[config.mk]
export PLATFORM = sky130hd
export DESIGN_NAME = hazard_fwd_ctrl
export DESIGN_NICKNAME = d
export VERILOG_FILES = /design/src/rtl/hazard_fwd_ctrl.sv
export SDC_FILE = /design/constraint.sdc
export NUM_CORES = 1
export LEC_CHECK = 0
export ABC_CLOCK_PERIOD_IN_PS = 1900
export BUFFER_PORTS_ARGS = -buffer_cell sky130_fd_sc_hd__clkbuf_2
export CAP_MARGIN = 20
export CORE_MARGIN = 1
export CORE_UTILIZATION = 53
export DETAILED_ROUTE_END_ITERATION = 8
export PLACE_DENSITY = 0.74
export REMOVE_ABC_BUFFERS = 1
export SLEW_MARGIN = 20
export SYNTH_ARGS = -nofsm -noshare
export SYNTH_HDL_FRONTEND = slang
export SYNTH_SLANG_ARGS = --single-unit
[constraint.sdc]
create_clock -name clk -period 1.9 [get_ports clk]
set_input_delay 0.38 -clock clk [delete_from_list [all_inputs] [get_ports clk]]
set_output_delay 0.38 -clock clk [all_outputs]
set_load 0.02 [all_outputs]
[src/rtl/hazard_fwd_ctrl.sv]
// hazard_fwd_ctrl: hazard and forwarding controller for the pipelined CPU.
// Tracks in-flight destinations in a DEPTH-stage shift pipeline (stage 1 = EX,
// stage DEPTH = WB). From that state it decodes the load-to-use stall, the IF/ID
// flush on a taken branch and the EX operand forward selects, all combinationally.
// Optional feature: define HAZ_STORE_FWD_EN to allow a store to follow the load
// that produces its data without a stall. The store data is then forwarded
// MEM->MEM, and the st_fwd port is present.
module hazard_fwd_ctrl #(
    parameter int unsigned RA_W       = 4,
    parameter int unsigned DEPTH      = 3,
    parameter int unsigned LOAD_STAGE = 2,
    parameter int unsigned SEL_W      = $clog2(DEPTH + 1)
) (
    input  logic             clk,
    input  logic             rst_n,
    input  logic             id_valid,
    input  logic [RA_W-1:0]  id_rs,
    input  logic [RA_W-1:0]  id_rt,
    input  logic             id_rs_used,
    input  logic             id_rt_used,
    input  logic [RA_W-1:0]  id_rd,
    input  logic             id_wr,
    input  logic             id_load,
    input  logic             id_store,
    input  logic             br_taken,
    output logic             stall,
    output logic             if_id_flush,
    output logic [SEL_W-1:0] fwd_rs_sel,
    output logic [SEL_W-1:0] fwd_rt_sel
`ifdef HAZ_STORE_FWD_EN
    ,
    output logic             st_fwd
`endif
);

`ifdef HAZ_STORE_FWD_EN
    localparam bit STORE_FWD = 1'b1;
`else
    localparam bit STORE_FWD = 1'b0;
`endif

    // Stage holding the load that feeds a store sitting in stage 2.
    localparam int unsigned ST_LD = (DEPTH >= 3) ? 3 : DEPTH;

    typedef struct packed {
        logic            valid;
        logic [RA_W-1:0] rd;
        logic            wr;
        logic            load;
        logic            store;
        logic [RA_W-1:0] rs;
        logic [RA_W-1:0] rt;
        logic            rs_used;
        logic            rt_used;
    } entry_t;

    entry_t pipe [1:DEPTH];
    entry_t id_entry;
    logic   issue;
    logic   hazard;
    logic   rs_done;
    logic   rt_done;
    logic   unused_state;

    // Entry s produces register r (r0 is hardwired zero and never matches).
    function automatic logic hit(input entry_t e, input logic [RA_W-1:0] r);
        return e.valid && e.wr && (e.rd == r) && (r != '0);
    endfunction

    // Pack the ID instruction into a pipeline entry.
    always_comb begin
        id_entry         = '0;
        id_entry.valid   = 1'b1;
        id_entry.rd      = id_rd;
        id_entry.wr      = id_wr;
        id_entry.load    = id_load;
        id_entry.store   = id_store;
        id_entry.rs      = id_rs;
        id_entry.rt      = id_rt;
        id_entry.rs_used = id_rs_used;
        id_entry.rt_used = id_rt_used;
    end

    // Load-to-use detection against loads whose data does not exist yet.
    always_comb begin
        hazard = 1'b0;
        for (int unsigned s = 1; s < DEPTH; s++) begin
            if ((s < LOAD_STAGE) && pipe[s].load) begin
                if (id_rs_used && hit(pipe[s], id_rs)) begin
                    hazard = 1'b1;
                end
                if (id_rt_used && hit(pipe[s], id_rt) &&
                    !(STORE_FWD && id_store && (s == 1))) begin
                    hazard = 1'b1;
                end
            end
        end
        stall       = id_valid && !br_taken && hazard;
        if_id_flush = br_taken;
        issue       = id_valid && !stall && !br_taken;
    end

    // Youngest matching producer wins; a non-ready youngest match blocks older ones.
    always_comb begin
        fwd_rs_sel = '0;
        fwd_rt_sel = '0;
        rs_done    = !(pipe[1].valid && pipe[1].rs_used);
        rt_done    = !(pipe[1].valid && pipe[1].rt_used);
        for (int unsigned s = 2; s <= DEPTH; s++) begin
            if (!rs_done && hit(pipe[s], pipe[1].rs)) begin
                rs_done = 1'b1;
                if (!pipe[s].load || (s >= LOAD_STAGE + 1)) begin
                    fwd_rs_sel = SEL_W'(s);
                end
            end
            if (!rt_done && hit(pipe[s], pipe[1].rt)) begin
                rt_done = 1'b1;
                if (!pipe[s].load || (s >= LOAD_STAGE + 1)) begin
                    fwd_rt_sel = SEL_W'(s);
                end
            end
        end
    end

`ifdef HAZ_STORE_FWD_EN
    // Store in MEM takes its data from the load one stage ahead of it.
    always_comb begin
        st_fwd = (DEPTH >= 3) && pipe[2].valid && pipe[2].store && pipe[2].rt_used &&
                 pipe[ST_LD].load && hit(pipe[ST_LD], pipe[2].rt);
    end
`endif

    // Fold of the whole pipeline; keeps tracked-but-unread fields visible.
    always_comb begin
        unused_state = 1'b0;
        for (int unsigned s = 1; s <= DEPTH; s++) begin
            unused_state = unused_state ^ (^pipe[s]);
        end
    end

    // Shift pipeline: stage 1 takes the issued instruction or a bubble.
    always_ff @(posedge clk or negedge rst_n) begin
        if (!rst_n) begin
            for (int unsigned s = 1; s <= DEPTH; s++) begin
                pipe[s] <= '0;
            end
        end else begin
            pipe[1] <= issue ? id_entry : '0;
            for (int unsigned s = 2; s <= DEPTH; s++) begin
                pipe[s] <= pipe[s-1];
            end
        end
    end

endmodule

# Word level (Yosys, flattened, before mapping)

Cells that the tools add are included.

Logic and storage cells: 69
Register bits: 30
Input bits: 21
Output and inout bits: 6

Equal/unequal tests: 6
Reduce and logical (&&, ||, !) cells: 37
Mux-type cells: 11

Operators with widths:

| cell                | count |
|---|---|
| logical AND 1 bit   | 27 |
| equality test 4 bit | 6 |
| two-way mux 18 bit  | 1 |
| nonzero test 4 bit  | 4 |
| two-way mux 2 bit   | 5 |
| zero test 1 bit     | 6 |
| two-way mux 1 bit   | 5 |

# Depth between registers and ports, before layout

Gate-level depths: netlist of the first run.

Depth in word-level cells: 12
Depth in mapped cells: 6
Mapped depth without buffers: 4

# Worst setup path before layout of the first run

Ideal clock, no wire load.

Kind: reg2out
Start point: register pipe[50] in the netlist's numbering
End point: output port stall
Setup slack: -58 ps
Buffers on the path: 0
Arrival: 1,578 ps
Required time: 1,520 ps
Stages on the path, launching flop included: 5
Path through: dfrtp_1 -> xnor2_1 -> nand4_1 -> or4_1 -> a21oi_1

Cells in the longest elaborated chain, start to end: 8
Elaborated cells between the ends (all ways): 12
Classes of those cells: 2 x eq/ne; 3 x mux; 7 x reduce/logical

Ends and longest elaborated chain:

| what                            | line | source |
|---|---|---|
| start, declared                 | 57   | `entry_t pipe [1:DEPTH];` |
| start signal, assigned by index | 150  | `pipe[s] <= pipe[s-1];` |
| equality test 4 bit             | 67   | `return e.valid && e.wr && (e.rd == r) && (r != '0);` |
| logical AND 1 bit (2 in a row)  | 67   |  |
| logical AND 1 bit               | 89   | `if (id_rs_used && hit(pipe[s], id_rs)) begin` |
| two-way mux 1 bit               | 89   |  |
| two-way mux 1 bit *             | 92   | `if (id_rt_used && hit(pipe[s], id_rt) &&` |
| two-way mux 1 bit *             | 88   | `if ((s < LOAD_STAGE) && pipe[s].load) begin` |
| logical AND 1 bit *             | 98   | `stall = id_valid && !br_taken && hazard;` |
| end, declared                   | 26   | `output logic stall,` |

Every way passes the cells marked *; elsewhere a longest branch is shown, timed or not.

# Final worst setup path of the first run

Start point: register pipe[41] in the netlist's numbering
End point: output port fwd_rt_sel[0]

Cells in the longest elaborated chain, start to end: 8
Elaborated cells between the ends (all ways): 13
Classes of those cells: 2 x eq/ne; 3 x mux; 8 x reduce/logical

Ends and longest elaborated chain:

| what                           | line | source |
|---|---|---|
| equality test 4 bit            | 67   |  |
| logical AND 1 bit (2 in a row) | 67   |  |
| logical AND 1 bit              | 116  | `if (!rt_done && hit(pipe[s], pipe[1].rt)) begin` |
| two-way mux 1 bit              | 116  |  |
| zero test 1 bit                | 116  |  |
| logical AND 1 bit              | 116  |  |
| two-way mux 2 bit *            | 116  |  |
| end, declared                  | 29   | `output logic [SEL_W-1:0] fwd_rt_sel` |

Marked as above.

==> summary.md, run 1 <==
| Metric | Value |
|---|---|
| Residual DRC | `0` |
| Vias in the first global route | `982` |
| CTS Hold Bufs | `0` |
| Antenna Cells | `0` |
| Clock Latency Late Sink | `320 ps` |
| Cells after Synth | `135` |
| Final Cell Area | `1750 um^2` |
| Post-synth top area share | `53.7%` |
| H-tree depth | `2` |
| Adder-cell share of the synthesized area | `0%` |
| Netlist Area Pre-Place | `1400 um^2` |
| Via count | `1073` |
| Failing checks | `negative setup slack` |
| Die X | `53.4 um` |
| Worst EP required | `1520 ps` |
| Footprint of the multi-input gates | `653 um^2` |
| Final Net Count | `196` |
| DR vias/cell | `5.23` |
| Final setup viols | `5` |
| WL per Instance | `13.7 um` |
| CP arrival | `1850 ps` |
| Yosys warns | `0` |
| Status | `complete, but fails checks` |
| CP top delay family | `simple AND/OR/NAND/NOR gates` |
| Setup crit end kind | `primary output` |
| Max FFs per register | `30` |
| Netlist cell types | `23` |
| Startpoint Class | `flip-flop` |
| Worst reg2reg endpoint | `pipe[41]` |
| Antenna violations before repair | `0` |
| Filler cell count | `189` |
| Synth Flop Type | `dfrtp_1` |
| Sequential cell area | `752 um^2` |
| Dpl cells | `194` |
| Switching power total | `0.284 mW` |
| Unrepaired setup endpoints after global routing | `true` |
| Die area | `2850 um^2` |
| Root Buffer | `clkbuf_4` |
| Crit path buf inv count | `1` |
| Max Cap Viol | `0` |
| Cell taking the most area after synthesis | `dfrtp_1` |
| Final core occ | `70.6%` |
| Leakage | `0.852 nW` |
| Core area | `2480 um^2` |
| Relative slew slack | `53.1%` |
| First-pass DRT Iterations | `4` |
| Place WS | `-187 ps` |
| Synthesized area per cell | `10.4 um^2` |
| Reg2reg path depth | `5` |
| Clock Power Share | `28.5%` |
| Placed inst area | `1580 um^2` |
| CTS Buffer Depth | `2` |
| Setup slack after layout | `-330 ps` |
| EDFF count, synth | `0` |
| Post-synthesis mux area share | `1.61%` |
| Hold Fails Final Rpt | `0` |
| Worst r2r src | `pipe[51]` |
| CTS Buf Count | `5` |
| Logic pwr share | `11.8%` |
| Synth area leaders | `dfrtp_1 54%, nand2_1 6.4%, xnor2_1 6.3%, xor2_1 6.3%, nor2_1 5.9%` |
| Synth Area in Simple Gates | `25.4%` |
| Clk sinks | `30` |
| Routed Antenna Nets | `0` |
| Largest family of logic cells by synthesized area | `simple AND/OR/NAND/NOR gates` |
| Register clock-pin slew on the reported worst setup and hold paths | `80 ps` |
| Async SR Flop Fraction | `100%` |
| Placer Congestion | `0.807` |
| Crit-path max FO | `4` |
| Starting DRT DRC Count | `8` |
| First-pass GRT wire length | `4.26 mm` |
| Total wire length | `2.81 mm` |
| Final std cells w/o fill | `205` |
| Final Cycle Share | `117%` |
| Total Power | `1.15 mW` |
| CTS tree | `built` |
| Max Clock Skew | `2.40 ps` |
| Worst reg2reg setup slack | `230 ps` |
| XOR/XNOR Fraction of Synth Area | `12.5%` |
| Maximum vdd drop | `620 uV` |
| Critical path class | `flip-flop to primary output` |
| Port Buffers | `25` |
| Total grt overflow | `0` |
| Top reg by flops | `pipe` |
| Dpl hpwl | `1.99 mm` |
| Crit path cell chain | `xor2_1 -> or4_4 -> a21oi_4 -> nor2b_2 -> buf_6` |
| Pwr dens | `659 nW/um^2` |
| Rows | `18` |
| Switching Fraction | `24.6%` |
| Fraction of layout cells with a size suffix above 1 | `34.9%` |
| Initial core utilization | `56.5%` |
| WHS | `93.1 ps` |
| Top Ports | `27` |
| Global-route usage over all layers | `22.3%` |
| Fmax | `448 MHz` |
| Synth Area in Compound Gates | `3.22%` |
| Final Max Slew Viols | `0` |
| Sequential fraction of the synthesis area | `53.7%` |
| Post-layout minimum cycle time | `2230 ps` |
| Min-delay worst type | `input port to async pin` |
| Worst-margin pin slew | `703 ps` |
| Vert. Die Dim | `53.4 um` |
| Largest net degree at the start of global routing | `31` |
| Int Power | `0.869 mW` |
| Slowest stage delay, CP | `530 ps` |
| Worst path slowest cell | `or4_4` |
| Largest registers | `pipe: 30 flops` |
| Synthesis-to-layout area growth | `25.0%` |
| Setup TNS | `-1540 ps` |
| Reg power frac | `59.7%` |
| Flops & latches, synth | `30` |
placed cells by master, fill, tap and decap left out, drive strengths merged:
| master | n |
|---|---|
| a21oi | 5 |
| xnor2 | 10 |
| nor4 | 2 |
| nand3 | 1 |
| nor3b | 1 |
| nand2 | 24 |
| dfrtp | 30 |
| or3 | 4 |
| or4 | 3 |
| nor2b | 3 |
| a2bb2o | 1 |
| nand4 | 6 |
| xor2 | 10 |
| and2 | 1 |
| buf | 18 |
| nor4b | 1 |
| mux2 | 2 |
| clkbuf | 27 |
| nand2b | 1 |
| nor2 | 22 |
| nor3 | 3 |
power groups by stage:
stage	clock network [mW]	logic [mW]	registers (mW)
after floorplan	0	0.0571	0.696
after global placement	0	0.117	0.698
after detailed placement	0	0.122	0.700
after CTS	0.337	0.128	0.687
after global routing	0.362	0.152	0.691
final	0.329	0.136	0.687
kinds of logic (layout without fill, tap and decap cells):
| group | count (synthesis) | after routing |
|---|---|---|
| xor gates and xnor gates | 20 | 20 |
| and+or+nand+nor | 72 | 72 |
| muxes | 2 | 2 |
| AOI/OAI and AO/OA | 6 | 6 |
| DFF | 30 | 30 |
| buffers and inverters | 5 | 45 |
synth_stat cells (2+ instances only):
cell type  instances
xor2_1            10
xnor2_1           10
a21oi_1            5
clkbuf_1           2
or3_1              4
nand2_1           24
nor2_1            22
mux2_2             2
nand4_1            6
dfrtp_1           30
nor3_1             3
nor2b_1            3
or4_1              3
nor4_2             2
how the worst max path moves through the flow:
stage / slack, ps / endpoint / startpoint / cells past startpoint
after detailed placement: -190 / stall / id_rt[2] / 6
final: -330 / fwd_rt_sel[0] / pipe[41] / 5
after global routing: -410 / stall / pipe[49] / 5
after floorplan: -60 / stall / pipe[50] / 4
after global placement: -120 / stall / id_rt[2] / 6
after CTS: -360 / stall / pipe[50] / 5
timing repair:
action,4_1_cts,5_1_grt
setup endpoints to repair,5,5
gates resized for setup,12,17
endpoints found under the hold margin,0,0
buffers inserted,2,2
pin swaps,7,5
routing by layer:
metal	GRT usage [%]	part of all wire [%]	vias to the layer above
li1	-	-	530
met4	11.0	1.8	0
met3	6.03	4.2	7
met2	37.1	51	29
met1	26.3	43	507
met5	0	0	-
area by class of cell:
cell class / count / share of cell area (%)
Sequential cell: 30 / 43.0
Tap cell: 30 / 2.15
Clock buffer: 7 / 2.58
Multi-Input combinational cell: 100 / 37.3
Timing Repair Buffer: 38 / 14.9
Power figures use the tool's default switching activity.
==> inputs of run 2 (changes only) <==
--- a/config.mk
+++ b/config.mk
@@ -13,6 +13,7 @@
 export DETAILED_ROUTE_END_ITERATION = 8
 export PLACE_DENSITY = 0.74
 export REMOVE_ABC_BUFFERS = 1
+export SETUP_SLACK_MARGIN = 0.2
 export SLEW_MARGIN = 20
 export SYNTH_ARGS = -nofsm -noshare
 export SYNTH_HDL_FRONTEND = slang
==> summary.md, run 2 (synthesis gave the netlist of run 1 again) <==
| Metric | Value |
|---|---|
| Status | `complete, but fails checks` |
| Failing checks | `negative setup slack` |
| Via count | `1078` |
| Fraction of layout cells with a size suffix above 1 | `35.4%` |
| Clk sinks | `30` |
| Hold Fails Final Rpt | `0` |
| First-pass DRT Iterations | `4` |
| Vias in the first global route | `982` |
| Dpl hpwl | `1.99 mm` |
| Critical path class | `flip-flop to primary output` |
| Global-route usage over all layers | `22.3%` |
| Largest net degree at the start of global routing | `31` |
| Crit path cell chain | `xor2_1 -> or4_4 -> a21oi_4 -> nor2b_2 -> buf_6` |
| Residual DRC | `0` |
| Crit-path max FO | `4` |
| CTS tree | `built` |
| Initial core utilization | `56.5%` |
| Largest registers | `pipe: 30 flops` |
| Worst-margin pin slew | `695 ps` |
| Worst EP required | `1520 ps` |
| Synthesis-to-layout area growth | `25.5%` |
| Max Cap Viol | `0` |
| Total Power | `1.15 mW` |
| Routed Antenna Nets | `0` |
| Relative slew slack | `53.7%` |
| Pwr dens | `658 nW/um^2` |
| Fmax | `449 MHz` |
| Setup slack after layout | `-329 ps` |
| Register clock-pin slew on the reported worst setup and hold paths | `80 ps` |
| WHS | `90.0 ps` |
| Placer Congestion | `0.807` |
| CTS Buf Count | `5` |
| Commonest non-fill, non-tap cell in the layout | `dfrtp_1` |
| Slowest stage delay, CP | `530 ps` |
| Startpoint Class | `flip-flop` |
| Placed inst area | `1580 um^2` |
| DR vias/cell | `5.26` |
| First-pass GRT wire length | `4.26 mm` |
| Min-delay worst type | `input port to async pin` |
| Unrepaired setup endpoints after global routing | `true` |
| Antenna violations before repair | `0` |
| Setup crit end kind | `primary output` |
| Max Clock Skew | `5.07 ps` |
| Port Buffers | `25` |
| Rows | `18` |
| Antenna Cells | `0` |
| Core area | `2480 um^2` |
| Vert. Die Dim | `53.4 um` |
| WL per Instance | `13.7 um` |
| Worst path slowest cell | `or4_4` |
| CTS Buffer Depth | `2` |
| Final Max Slew Viols | `0` |
| Max FFs per register | `30` |
| Total grt overflow | `0` |
| Die area | `2850 um^2` |
| Starting DRT DRC Count | `11` |
| Root Buffer | `clkbuf_4` |
| Final Cell Area | `1760 um^2` |
| Final Cycle Share | `117%` |
| Final setup viols | `5` |
| Commonest cells after routing, fill and taps aside | `29 x dfrtp_1, 23 x nand2_1, 22 x nor2_1` |
| Total wire length | `2.81 mm` |
| CP arrival | `1850 ps` |
| Clock Latency Late Sink | `320 ps` |
| Final Net Count | `196` |
| Die X | `53.4 um` |
| Maximum vdd drop | `620 uV` |
| Leakage | `0.854 nW` |
| Top reg by flops | `pipe` |
| Post-layout minimum cycle time | `2230 ps` |
| H-tree depth | `2` |
| Top Ports | `27` |
[run 2: cell counts in the layout (fill, tap and decap cells not counted)]
No cell type changed its count.
[run 2: layout make-up]
cell class / instances / area, um^2
tap: 30 / 37.5
multi-input combinational: 100 / 659
fill: 191 / 722
timing repair buffer: 38 / 262
sequential: 30 / 752
clock buffer: 7 / 45.0
[run 2: metal layers]
| metal | vias to the layer above | wire (um) | global-route usage (%) |
|---|---|---|---|
| li1 | 528 | - | - |
| met1 | 509 | 1140 | 26.3 |
| met2 | 34 | 1470 | 37.1 |
| met3 | 7 | 151 | 6.03 |
| met4 | 0 | 51 | 11.0 |
| met5 | - | 0 | 0 |
[run 2: timing repair]
action / 4_1_cts / 5_1_grt
setup endpoints to repair: 5 / 22
resized for setup: 12 / 18
hold buffers: 0 / 0
pin swaps: 7 / 5
setup buffers: 2 / 2
[run 2: worst max-delay path: cells and delay by family (launching register included)]
kind	cells	cell delay, ps
buffers and inverters	1	120
DFF	1	420
AOI/OAI and AO/OA	1	130
and+or+nand+nor	2	690
xor gates and xnor gates	1	170
[run 2: per-stage QoR]
step           TNS (ps)  instances  setup slack (ps)  utilization (%)
2_1_floorplan     -82.6        130             -57.5                -
3_3_place_gp       -131        194              -123             63.7
3_5_place_dp       -230        194              -187             63.7
4_1_cts           -1700        203              -358             68.0
5_1_grt           -1900        205              -407             70.9
6_report          -1540        205              -329             70.9
[run 2: where the power goes]
| group | switching, mW | internal [mW] | leakage, nW |
|---|---|---|---|
| Combinational | 0.0705 | 0.0668 | 0.428 |
| Clock | 0.191 | 0.139 | 0.0254 |
| Sequential | 0.0241 | 0.663 | 0.401 |
[run 2: final timing paths]
path	start	end	slack, ps	depth (start not counted)
worst max-delay path	pipe[41]	fwd_rt_sel[0]	-330	5
worst min-delay path	rst_n	pipe[48]	90	1
worst max register to register	pipe[50]	pipe[41]	340	5
worst min register to register	pipe[30]	pipe[12]	380	0
max in group asynchronous	rst_n	pipe[53]	1330	1
min in group clk	id_rd[3]	pipe[52]	240	3
==> inputs of run 3 (changes only) <==
--- a/config.mk
+++ b/config.mk
@@ -5,6 +5,7 @@
 export SDC_FILE = /design/constraint.sdc
 export NUM_CORES = 1
 export LEC_CHECK = 0
+export ABC_AREA = 1
 export ABC_CLOCK_PERIOD_IN_PS = 1900
 export BUFFER_PORTS_ARGS = -buffer_cell sky130_fd_sc_hd__clkbuf_2
 export CAP_MARGIN = 20
@@ -13,7 +14,7 @@
 export DETAILED_ROUTE_END_ITERATION = 8
 export PLACE_DENSITY = 0.74
 export REMOVE_ABC_BUFFERS = 1
-export SETUP_SLACK_MARGIN = 0.2
+export SETUP_SLACK_MARGIN = 0.05
 export SLEW_MARGIN = 20
 export SYNTH_ARGS = -nofsm -noshare
 export SYNTH_HDL_FRONTEND = slang
==> summary.md, run 3 <==
| Metric | Value |
|---|---|
| Min-delay worst type | `input port to async pin` |
| Largest registers | `pipe: 30 flops` |
| Unrepaired setup endpoints after global routing | `true` |
| Worst reg2reg endpoint | `pipe[42]` |
| Reg power frac | `57.7%` |
| Vias in the first global route | `974` |
| Total grt overflow | `0` |
| Reg2reg path depth | `11` |
| Async SR Flop Fraction | `100%` |
| Final Cell Area | `1660 um^2` |
| CP top delay family | `simple AND/OR/NAND/NOR gates` |
| WL per Instance | `10.8 um` |
| CTS Hold Bufs | `0` |
| Vert. Die Dim | `53.2 um` |
| Post-layout minimum cycle time | `1890 ps` |
| Commonest cells post-synth | `36 x inv_1, 35 x nand2_1, 31 x nor2_1` |
| Dpl hpwl | `1.90 mm` |
| Slowest stage delay, CP | `440 ps` |
| Worst EP required | `1520 ps` |
| Synth Flop Type | `dfrtp_1` |
| Clk sinks | `30` |
| Fraction of layout cells with a size suffix above 1 | `22.1%` |
| Netlist cell types | `17` |
| Filler cell count | `215` |
| Register clock-pin slew on the reported worst setup and hold paths | `90 ps` |
| Hold Fails Final Rpt | `0` |
| Cells after Synth | `169` |
| Post-synth top area share | `54.0%` |
| Final setup viols | `0` |
| Sequential fraction of the synthesis area | `54.0%` |
| Max Cap Viol | `0` |
| Top Ports | `27` |
| Total wire length | `2.53 mm` |
| Netlist Area Pre-Place | `1390 um^2` |
| DR vias/cell | `4.70` |
| H-tree depth | `2` |
| Initial core utilization | `56.1%` |
| Setup crit end kind | `primary output` |
| Rows | `18` |
| Placed inst area | `1530 um^2` |
| Placer Congestion | `0.882` |
| Synthesized area per cell | `8.23 um^2` |
| CTS tree | `built` |
| Relative slew slack | `53.4%` |
| CP arrival | `1510 ps` |
| Largest net degree at the start of global routing | `31` |
| Top reg by flops | `pipe` |
| Starting DRT DRC Count | `31` |
| Maximum vdd drop | `603 uV` |
| Worst-margin pin slew | `699 ps` |
| Pwr dens | `719 nW/um^2` |
| Commonest cells after routing, fill and taps aside | `34 x nand2_1, 33 x inv_1, 30 x dfrtp_1` |
| Max FFs per register | `30` |
| Switching Fraction | `24.7%` |
| Yosys warns | `0` |
| Logic pwr share | `10.4%` |
| Port Buffers | `25` |
| Setup TNS | `0 ps` |
| First-pass GRT wire length | `4.10 mm` |
| Crit path buf inv count | `2` |
| Cell taking the most area after synthesis | `dfrtp_1` |
| Final Net Count | `224` |
| Root Buffer | `clkbuf_4` |
| Startpoint Class | `flip-flop` |
| Final Max Slew Viols | `0` |
| Switching power total | `0.294 mW` |
| Crit-path max FO | `5` |
| Flops & latches, synth | `30` |
| Die X | `53.2 um` |
| Synthesis-to-layout area growth | `19.1%` |
| Fmax | `530 MHz` |
| Worst path slowest cell | `dfrtp_1` |
| CTS Buf Count | `5` |
| Worst r2r src | `pipe[51]` |
| Critical path class | `flip-flop to primary output` |
| Routed Antenna Nets | `0` |
| Max Clock Skew | `4.68 ps` |
| Antenna violations before repair | `0` |
| Final Cycle Share | `99.3%` |
| Status | `finished, final reports clean` |
| Antenna Cells | `0` |
| Die area | `2830 um^2` |
| Clock Latency Late Sink | `320 ps` |
| EDFF count, synth | `0` |
| Core area | `2480 um^2` |
| Worst path most repeated cell | `nand2_1` |
| Most frequent cell after synthesis | `inv_1` |
| Synth area leaders | `dfrtp_1 54%, inv_1 9.7%, nand2_1 9.5%, nor2_1 8.4%, xnor2_1 5.0%` |
| Global-route usage over all layers | `21.4%` |
| First-pass DRT Iterations | `5` |
| Commonest non-fill, non-tap cell in the layout | `nand2_1` |
| Worst reg2reg setup slack | `450 ps` |
| Leakage | `0.937 nW` |
| CTS Buffer Depth | `2` |
| Via count | `1100` |
| Int Power | `0.895 mW` |
| Clock Power Share | `31.9%` |
| Crit path cell chain | `inv_1 -> nand2_1 -> nand2_1 -> nand2_1 -> nor2_2 -> nand3_1 -> nand2_1 -> nand2_2 -> nor2_1 -> buf_4` |
| Residual DRC | `0` |
run 3: changes by cell type after synthesis, sizes merged, moves of 3 or more:
cell	before	now
inv	0	36
nand2	24	37
nor2	22	31
nand3	1	9
xor2	10	3
a21oi	5	1
or3	4	0
nor2b	3	0
nor3	3	0
o22ai	0	3
or4	3	0
run 3: final cells by class:
type                    count  area [um^2]  area share [%]
well taps                  30         37.5            2.27
repair buffers             29          179            10.8
flip-flops and latches     30          751            45.4
clock inverters             1         5.00           0.302
multi-input cells         101          493            29.8
clock buffers               7         55.1            3.33
inverters                  36          135            8.16
run 3: cells by family after synthesis:
group                     Yosys count  synth area share (%)
buffers and inverters              38                  11.1
xor gates and xnor gates           11                  6.93
and+or+nand+nor                    84                  25.6
AOI/OAI and AO/OA                   6                  2.43
DFF                                30                  54.0
run 3: worst max path at each step:
stage / slack [ps] / endpoint / depth (start not counted) / from
final: 10 / stall / 10 / pipe[51]
after detailed placement: 200 / stall / 9 / pipe[53]
after CTS: -40 / stall / 10 / pipe[51]
after global routing: -90 / stall / 10 / pipe[51]
after floorplan: 300 / fwd_rs_sel[1] / 4 / pipe[31]
after global placement: 230 / stall / 9 / pipe[53]
run 3: repair_timing:
action / in CTS / in global routing
resized for setup: 8 / 13
setup buffers: 4 / 0
hold endpoints to repair: 0 / 0
setup endpoints to repair: 2 / 5
pin swaps: 10 / 6
run 3: power by group through the flow:
stage          clock network (mW)  logic (mW)  registers [mW]
6_report                    0.379       0.124           0.686
4_1_cts                     0.396       0.124           0.685
3_3_place_gp                    0       0.113           0.697
5_1_grt                     0.421       0.141           0.689
2_1_floorplan                   0      0.0692           0.693
3_5_place_dp                    0       0.117           0.699
run 3: metrics by stage:
stage	worst slack (ps)	hold slack (ps)	power, mW	instances	util [%]
2_1_floorplan	301	84.4	0.762	167	-
3_3_place_gp	231	356	0.811	222	61.9
3_5_place_dp	197	362	0.816	222	61.9
4_1_cts	-35.7	99.7	1.21	234	66.1
5_1_grt	-92.4	125	1.25	234	66.8
6_report	12.4	92.8	1.19	234	66.8
run 3: metal layers:
| layer | vias to the layer above | GRT usage, % | share of wire, % |
|---|---|---|---|
| met4 | 0 | 11.8 | 1.9 |
| met1 | 484 | 24.3 | 43 |
| li1 | 571 | - | - |
| met5 | - | 0 | 0 |
| met3 | 6 | 5.46 | 5.3 |
| met2 | 39 | 36.3 | 50 |
